File: src/rtl/turn_if.sv
// Handshake and status bundle between the turn controller and its board datapath/player front end.
interface turn_if;
    localparam int unsigned COORD_W = 3;
    localparam int unsigned LIFE_W  = 4;

    logic               start;
    logic               fire;
    logic [COORD_W-1:0] sel_row;
    logic [COORD_W-1:0] sel_col;
    logic               attack_en;
    logic [COORD_W-1:0] attack_row;
    logic [COORD_W-1:0] attack_col;
    logic               attack_player;
    logic               attack_done;
    logic               attack_hit;
    logic [LIFE_W-1:0]  player_life;
    logic [LIFE_W-1:0]  pc_life;
    logic               turn;
    logic               invalid_sel;
    logic               game_over;
    logic               winner;

    // Player inputs and datapath responses come from the master side.
    modport master (
        output start, fire, sel_row, sel_col, attack_done, attack_hit,
        input  attack_en, attack_row, attack_col, attack_player,
               player_life, pc_life, turn, invalid_sel, game_over, winner
    );

    modport slave (
        input  start, fire, sel_row, sel_col, attack_done, attack_hit,
        output attack_en, attack_row, attack_col, attack_player,
               player_life, pc_life, turn, invalid_sel, game_over, winner
    );
endinterface

File: src/rtl/turn_controller.sv
// Turn sequencing for a 5x5 naval battle: player move with timeout, LFSR-driven PC move,
// attack handshake with the board datapath, life bookkeeping and game-over detection.
module turn_controller #(
    parameter int unsigned LIFE_INIT      = 5,
    parameter int unsigned TIMEOUT_CYCLES = 750000000
) (
    input  logic   clk,
    input  logic   rst,
    turn_if.slave  bus
);
    localparam int unsigned COORD_W = 3;
    localparam int unsigned LIFE_W  = 4;
    localparam int unsigned CELLS   = 25;
    localparam int unsigned IDX_W   = 5;
    localparam int unsigned CNT_W   = (TIMEOUT_CYCLES > 1) ? $clog2(TIMEOUT_CYCLES) : 1;

    typedef enum logic [2:0] {
        S_IDLE, S_P_WAIT, S_PC_SEL, S_ATTACK, S_A_WAIT, S_CHECK, S_GAMEOVER
    } state_e;

    state_e             state_q, state_d;
    logic [COORD_W-1:0] row_q, row_d, col_q, col_d;
    logic               player_q, player_d;
    logic               attack_en_q, attack_en_d;
    logic               invalid_q, invalid_d;
    logic               hit_q, hit_d;
    logic [LIFE_W-1:0]  player_life_q, player_life_d;
    logic [LIFE_W-1:0]  pc_life_q, pc_life_d;
    logic               turn_q, turn_d;
    logic               game_over_q, game_over_d;
    logic               winner_q, winner_d;
    logic [CELLS-1:0]   player_map_q, player_map_d;
    logic [CELLS-1:0]   pc_map_q, pc_map_d;
    logic [CNT_W-1:0]   cnt_q, cnt_d;
    logic [IDX_W-1:0]   lfsr_q, lfsr_d;

    logic [IDX_W-1:0]   sel_idx_c;
    logic               sel_ok_c;
    logic [IDX_W-1:0]   pc_idx_c;
    logic [IDX_W-1:0]   atk_idx_c;
    logic [LIFE_W-1:0]  def_life_c;
    logic [LIFE_W-1:0]  dec_life_c;

    // Target decode; out-of-range coordinates never reach the bitmap lookup.
    always_comb begin
        sel_idx_c  = IDX_W'(IDX_W'(bus.sel_row) * IDX_W'(5) + IDX_W'(bus.sel_col));
        sel_ok_c   = 1'b0;
        if ((bus.sel_row <= COORD_W'(4)) && (bus.sel_col <= COORD_W'(4))) begin
            sel_ok_c = !player_map_q[sel_idx_c];
        end
        pc_idx_c   = lfsr_q - IDX_W'(1);
        atk_idx_c  = IDX_W'(IDX_W'(row_q) * IDX_W'(5) + IDX_W'(col_q));
        def_life_c = player_q ? pc_life_q : player_life_q;
        dec_life_c = (def_life_c == '0) ? '0 : def_life_c - LIFE_W'(1);
    end

    // Next-state and registered-output logic.
    always_comb begin
        state_d       = state_q;
        row_d         = row_q;
        col_d         = col_q;
        player_d      = player_q;
        attack_en_d   = 1'b0;
        invalid_d     = 1'b0;
        hit_d         = hit_q;
        player_life_d = player_life_q;
        pc_life_d     = pc_life_q;
        turn_d        = turn_q;
        game_over_d   = game_over_q;
        winner_d      = winner_q;
        player_map_d  = player_map_q;
        pc_map_d      = pc_map_q;
        cnt_d         = '0;
        lfsr_d        = {lfsr_q[3:0], lfsr_q[4] ^ lfsr_q[2]};

        case (state_q)
            S_IDLE, S_GAMEOVER: begin
                if (bus.start) begin
                    player_life_d = LIFE_W'(LIFE_INIT);
                    pc_life_d     = LIFE_W'(LIFE_INIT);
                    player_map_d  = '0;
                    pc_map_d      = '0;
                    turn_d        = 1'b1;
                    game_over_d   = 1'b0;
                    winner_d      = 1'b0;
                    state_d       = S_P_WAIT;
                end
            end
            S_P_WAIT: begin
                cnt_d = cnt_q + CNT_W'(1);
                if (bus.fire && sel_ok_c) begin
                    row_d       = bus.sel_row;
                    col_d       = bus.sel_col;
                    player_d    = 1'b1;
                    attack_en_d = 1'b1;
                    state_d     = S_ATTACK;
                end else begin
                    invalid_d = bus.fire;
                    if (cnt_q == CNT_W'(TIMEOUT_CYCLES - 1)) begin
                        turn_d  = 1'b0;
                        state_d = S_PC_SEL;
                    end
                end
            end
            S_PC_SEL: begin
                if ((pc_idx_c < IDX_W'(CELLS)) && !pc_map_q[pc_idx_c]) begin
                    row_d       = COORD_W'(pc_idx_c / IDX_W'(5));
                    col_d       = COORD_W'(pc_idx_c % IDX_W'(5));
                    player_d    = 1'b0;
                    attack_en_d = 1'b1;
                    state_d     = S_ATTACK;
                end
            end
            S_ATTACK: begin
                if (player_q) player_map_d[atk_idx_c] = 1'b1;
                else          pc_map_d[atk_idx_c]     = 1'b1;
                state_d = S_A_WAIT;
            end
            S_A_WAIT: begin
                if (bus.attack_done) begin
                    hit_d   = bus.attack_hit;
                    state_d = S_CHECK;
                end
            end
            S_CHECK: begin
                if (hit_q) begin
                    if (player_q) pc_life_d     = dec_life_c;
                    else          player_life_d = dec_life_c;
                end
                if (hit_q && (dec_life_c == '0)) begin
                    game_over_d = 1'b1;
                    winner_d    = player_q;
                    state_d     = S_GAMEOVER;
                end else begin
                    turn_d  = !turn_q;
                    state_d = turn_q ? S_PC_SEL : S_P_WAIT;
                end
            end
            default: state_d = S_IDLE;
        endcase
    end

    always_ff @(posedge clk) begin
        if (rst) begin
            state_q       <= S_IDLE;
            row_q         <= '0;
            col_q         <= '0;
            player_q      <= 1'b0;
            attack_en_q   <= 1'b0;
            invalid_q     <= 1'b0;
            hit_q         <= 1'b0;
            player_life_q <= LIFE_W'(LIFE_INIT);
            pc_life_q     <= LIFE_W'(LIFE_INIT);
            turn_q        <= 1'b1;
            game_over_q   <= 1'b0;
            winner_q      <= 1'b0;
            player_map_q  <= '0;
            pc_map_q      <= '0;
            cnt_q         <= '0;
            lfsr_q        <= IDX_W'(1);
        end else begin
            state_q       <= state_d;
            row_q         <= row_d;
            col_q         <= col_d;
            player_q      <= player_d;
            attack_en_q   <= attack_en_d;
            invalid_q     <= invalid_d;
            hit_q         <= hit_d;
            player_life_q <= player_life_d;
            pc_life_q     <= pc_life_d;
            turn_q        <= turn_d;
            game_over_q   <= game_over_d;
            winner_q      <= winner_d;
            player_map_q  <= player_map_d;
            pc_map_q      <= pc_map_d;
            cnt_q         <= cnt_d;
            lfsr_q        <= lfsr_d;
        end
    end

    assign bus.attack_en     = attack_en_q;
    assign bus.attack_row    = row_q;
    assign bus.attack_col    = col_q;
    assign bus.attack_player = player_q;
    assign bus.player_life   = player_life_q;
    assign bus.pc_life       = pc_life_q;
    assign bus.turn          = turn_q;
    assign bus.invalid_sel   = invalid_q;
    assign bus.game_over     = game_over_q;
    assign bus.winner        = winner_q;
endmodule

File: src/flat_wrapper.sv
// flat-port wrapper written by rule: the top's interface ports become plain ports
module turn_controller_flat 
#(
    parameter int unsigned LIFE_INIT      = 5,
    parameter int unsigned TIMEOUT_CYCLES = 750000000
)
  (clk, rst, bus_start, bus_fire, bus_sel_row, bus_sel_col, bus_attack_done, bus_attack_hit, bus_attack_en, bus_attack_row, bus_attack_col, bus_attack_player, bus_player_life, bus_pc_life, bus_turn, bus_invalid_sel, bus_game_over, bus_winner);
  turn_if bus_i ();
  input  logic clk;
  input  logic rst;
  input wire logic [$bits(bus_i.start)-1:0] bus_start;
  input wire logic [$bits(bus_i.fire)-1:0] bus_fire;
  input wire logic [$bits(bus_i.sel_row)-1:0] bus_sel_row;
  input wire logic [$bits(bus_i.sel_col)-1:0] bus_sel_col;
  input wire logic [$bits(bus_i.attack_done)-1:0] bus_attack_done;
  input wire logic [$bits(bus_i.attack_hit)-1:0] bus_attack_hit;
  output wire logic [$bits(bus_i.attack_en)-1:0] bus_attack_en;
  output wire logic [$bits(bus_i.attack_row)-1:0] bus_attack_row;
  output wire logic [$bits(bus_i.attack_col)-1:0] bus_attack_col;
  output wire logic [$bits(bus_i.attack_player)-1:0] bus_attack_player;
  output wire logic [$bits(bus_i.player_life)-1:0] bus_player_life;
  output wire logic [$bits(bus_i.pc_life)-1:0] bus_pc_life;
  output wire logic [$bits(bus_i.turn)-1:0] bus_turn;
  output wire logic [$bits(bus_i.invalid_sel)-1:0] bus_invalid_sel;
  output wire logic [$bits(bus_i.game_over)-1:0] bus_game_over;
  output wire logic [$bits(bus_i.winner)-1:0] bus_winner;
  assign bus_i.start = bus_start;
  assign bus_i.fire = bus_fire;
  assign bus_i.sel_row = bus_sel_row;
  assign bus_i.sel_col = bus_sel_col;
  assign bus_i.attack_done = bus_attack_done;
  assign bus_i.attack_hit = bus_attack_hit;
  assign bus_attack_en = bus_i.attack_en;
  assign bus_attack_row = bus_i.attack_row;
  assign bus_attack_col = bus_i.attack_col;
  assign bus_attack_player = bus_i.attack_player;
  assign bus_player_life = bus_i.player_life;
  assign bus_pc_life = bus_i.pc_life;
  assign bus_turn = bus_i.turn;
  assign bus_invalid_sel = bus_i.invalid_sel;
  assign bus_game_over = bus_i.game_over;
  assign bus_winner = bus_i.winner;
  turn_controller #(.LIFE_INIT(LIFE_INIT), .TIMEOUT_CYCLES(TIMEOUT_CYCLES)) u_core (.clk(clk), .rst(rst), .bus(bus_i));
endmodule
File: config.mk
export PLATFORM = sky130hd
export DESIGN_NAME = turn_controller_flat
export DESIGN_NICKNAME = d
export VERILOG_FILES = /design/src/rtl/turn_if.sv /design/src/rtl/turn_controller.sv /design/src/flat_wrapper.sv
export SDC_FILE = /design/constraint.sdc
export NUM_CORES = 1
export LEC_CHECK = 0
export BUFFER_PORTS_ARGS = -buffer_cell sky130_fd_sc_hd__buf_2
export CAP_MARGIN = 40
export CORE_MARGIN = 2
export CORE_UTILIZATION = 66
export CTS_BUF_LIST = sky130_fd_sc_hd__clkbuf_8
export CTS_CLUSTER_SIZE = 10
export DETAILED_ROUTE_END_ITERATION = 7
export GPL_TIMING_DRIVEN = 0
export HOLD_SLACK_MARGIN = 0.05
export PLACE_DENSITY = 0.86
export REMOVE_ABC_BUFFERS = 1
export SETUP_SLACK_MARGIN = 0.2
export SYNTH_ARGS = -nofsm -noshare
export SYNTH_HDL_FRONTEND = slang
export SYNTH_SLANG_ARGS = --single-unit
File: constraint.sdc
create_clock -name clk -period 5.85 [get_ports clk]
set_clock_uncertainty 0.2 [all_clocks]
set_input_delay 0.2925 -clock clk [delete_from_list [all_inputs] [get_ports clk]]
set_output_delay 0.2925 -clock clk [all_outputs]
set_load 0.02 [all_outputs]
==> summary.md <==
| Metric | Value |
|---|---|
| Slew @ Worst Pin | `0.873 ns` |
| Layout fillers | `621` |
| Largest net degree at the start of global routing | `51` |
| DR DRC count | `0` |
| PwrDens | `268 nW/um^2` |
| Final hold vios | `0` |
| RR Endpoint | `u_core.bus.attack_col[1]` |
| Seq cells post-synth | `109` |
| Num ports | `32` |
| Unrepaired setup endpoints after global routing | `no` |
| Die ar. | `9180 sq um` |
| Count leader, synth | `nor2_1` |
| Seq/Total Area, Yosys | `0.392` |
| Top-area cell type share of the netlist area | `0.392` |
| Final slew viol count | `0` |
| Area grow syn2layout | `7.19%` |
| First-pass GRT wire length | `19,700 um` |
| Final net count | `707` |
| Via density | `6.07` |
| Post-route ant nets | `0` |
| GRT Total Usage | `0.275` |
| Number of synthesized flops with an enable pin | `0` |
| Post-DP HPWL | `8790 um` |
| Share of layout cells above drive strength 1 | `0.101` |
| CP Launch Point | `u_core.lfsr_q[0]` |
| Initial Util | `0.681` |
| Placer Congestion | `0.918` |
| Outcome | `complete, no violations` |
| Area contributors post-synth | `dfxtp_1 (39%), nor2_1 (8.6%), a21oi_1 (6.4%)` |
| Number of setup buffers added after CTS | `0` |
| Antenna Cells | `0` |
| Critical Path Source Type | `flip-flop` |
| CTS H-Tree Depth | `3` |
| Total of warnings raised by yosys | `0` |
| Final WL | `12,200 um` |
| Syn Inst Count | `656` |
| Peak VDD IR | `0.170 mV` |
| Core ar. | `8180 sq um` |
| Crit. End Element | `flip-flop` |
| Area share of xor/xnor cells in the synthesized design | `0.0582` |
| Power Total | `1.60 mW` |
| Adder-Cell Fraction of Synth Area | `0.0544` |
| Minimum clock period | `4.05 ns` |
| Synth area leader | `dfxtp_1` |
| Die X | `95.8 um` |
| CTS Sinks | `109` |
| Max Cap Violations | `0` |
| Period utilization | `0.692` |
| I/O Buffers | `31` |
| Hold_ws | `0.122 ns` |
| Synthesized area per cell | `8.48 sq um` |
| CP Max Fanout | `15` |
| Compound-cell area share of the yosys netlist | `0.145` |
| Arr. time, crit path | `4.15 ns` |
| Cell area after synthesis | `5570 sq um` |
| CTS tree | `built` |
| WL/cell | `15.6 um` |
| Total Neg Setup Slack | `0 ns` |
| Die Y-Extent | `95.8 um` |
| Most frequent cells after synthesis | `nor2_1 (127), dfxtp_1 (109), a21oi_1 (71)` |
| Multiplexer area fraction after synthesis | `0.0785` |
| Slew headroom | `0.414` |
| Setup Crit Path Kind | `reg2reg` |
| DR iter-0 viols | `384` |
| Setup-failing EPs final | `0` |
| Maximum root-to-sink buffer count | `2` |
| Clk root buf | `clkbuf_8` |
| P_leak | `2.25 nW` |
| Maximum clock rate | `247 MHz` |
| Vias | `4,743` |
| Worst R2R Path Depth | `14` |
| Synth Area in Simple Gates | `0.237` |
| Register clock-pin slew on the reported worst setup and hold paths | `0.10 ns` |
| Num CTS Buffers | `9` |
| Largest family of logic cells by synthesized area | `simple AND/OR/NAND/NOR gates` |
| Critical Path Sink | `u_core.bus.attack_col[1]` |
| Antenna violations before repair | `0` |
| Asr flop ratio synth | `0` |
| Worst min path class | `in2reg` |
| Row count | `33` |
| Number of global-route vias before repair | `4,324` |
| Synth cell types | `64` |
| Total grt overflow | `0` |
| Initial DRT Pass Iterations | `5` |
| Worst r2r src | `u_core.lfsr_q[0]` |
| Clk Latency, worst-skew pair | `0.38 ns` |
| CP required | `5.95 ns` |
| Internal reg-to-reg setup slack | `1.80 ns` |
| Synth Flop Type | `dfxtp_1` |
## cells by family (layout without fill, tap and decap cells)
family | count (synthesis) | in the layout
buf+inv | 49 | 69
xor+xnor | 37 | 37
fa+ha+maj | 23 | 23
flops | 109 | 109
compound gates | 133 | 133
mux | 29 | 29
simple gates | 276 | 276
## report_power, final
| group | total, mW | internal (mW) | switching [mW] |
|---|---|---|---|
| Clock | 0.417 | 0.166 | 0.251 |
| Combinational | 0.380 | 0.137 | 0.242 |
| Sequential | 0.801 | 0.766 | 0.0357 |
| Total | 1.60 | 1.07 | 0.529 |
## layer usage
| metal | wire length, um | track usage | vias up |
|---|---|---|---|
| met5 | 0 | 0 | - |
| met2 | 5850 | 0.465 | 133 |
| met3 | 644 | 0.0509 | 23 |
| met1 | 5390 | 0.348 | 2258 |
| met4 | 297 | 0.108 | 0 |
| li1 | - | - | 2329 |
## state kept, by name (all words and copies together), names as in the netlist
signal / count
u_core.bus.attack_player: 1
u_core.bus.attack_row: 3
u_core.cnt_q: 30
u_core.player_map_q: 25
u_core.bus.player_life: 4
u_core.bus.pc_life: 4
u_core.bus.attack_col: 3
u_core.bus.winner: 1
u_core.state_q: 3
u_core.pc_map_q: 25
u_core.hit_q: 1
u_core.bus.turn: 1
u_core.bus.invalid_sel: 1
u_core.lfsr_q: 5
u_core.bus.attack_en: 1
u_core.bus.game_over: 1
## layout by cell type, fill, tap and decap left out, types with 5 or more instances in the layout
cell / instances
or3_1: 10
mux2i_1: 17
nor2b_1: 8
and3_1: 10
o21ai_0: 19
nand4_1: 5
mux4_2: 9
nand2_1: 39
ha_1: 21
a21oi_1: 71
nor3_1: 13
clkbuf_8: 10
nand2b_1: 10
a31oi_1: 6
xnor2_1: 13
nor2_1: 127
xor2_1: 24
and2_1: 6
inv_1: 18
nand3_1: 24
dfxtp_1: 109
buf_2: 32
o211ai_1: 5
## through the flow
step,cells,util,cell area (sq um),setup WS [ns]
2_1_floorplan,624,-,5440,2.45
3_3_place_gp,760,0.700,5720,2.03
3_5_place_dp,763,0.705,5760,1.89
4_1_cts,781,0.730,5970,1.87
5_1_grt,781,0.730,5970,1.53
6_report,781,0.730,5970,1.80
## critical path, stage by stage, from the launching register on
cell      delay, ns
dfxtp_1        0.82
inv_1          0.10
ha_1           0.36
nand2b_1       0.21
xnor2_1        0.16
o211ai_1       0.33
and3b_1        0.26
a21oi_1        0.09
ha_1           0.22
nor2_1         0.20
a31oi_1        0.12
o21ai_0        0.26
nand2_1        0.15
or3_1          0.32
a31oi_1        0.17
## worst min path at each step
stage,from,to,slack (ns),cells past startpoint
finish,bus_sel_col[1],u_core.bus.attack_col[1],0.12,3
floorplan,rst,u_core.lfsr_q[1],0.16,1
global route,bus_sel_col[1],u_core.bus.attack_col[1],0.12,3
detailed placement,u_core.pc_map_q[2],u_core.pc_map_q[2],0.25,2
CTS,bus_sel_col[1],u_core.bus.attack_col[1],0.1,3
global placement,u_core.cnt_q[0],u_core.cnt_q[0],0.24,1
## timing repair
action,4_1_cts,5_1_grt
endpoints found under the hold margin,3,0
hold buffers,3,0
gates resized for setup,0,0
## cell type report
cell class / count / area, sq um / area share
Clock buffer: 10 / 138 / 0.0231
Clock inverter: 5 / 37.5 / 0.00629
Inverter: 17 / 63.8 / 0.0107
Multi-Input combinational cell: 498 / 3190 / 0.535
Sequential cell: 109 / 2180 / 0.366
Tap cell: 105 / 131 / 0.0220
Timing Repair Buffer: 37 / 221 / 0.0371
Power figures use the tool's default switching activity.
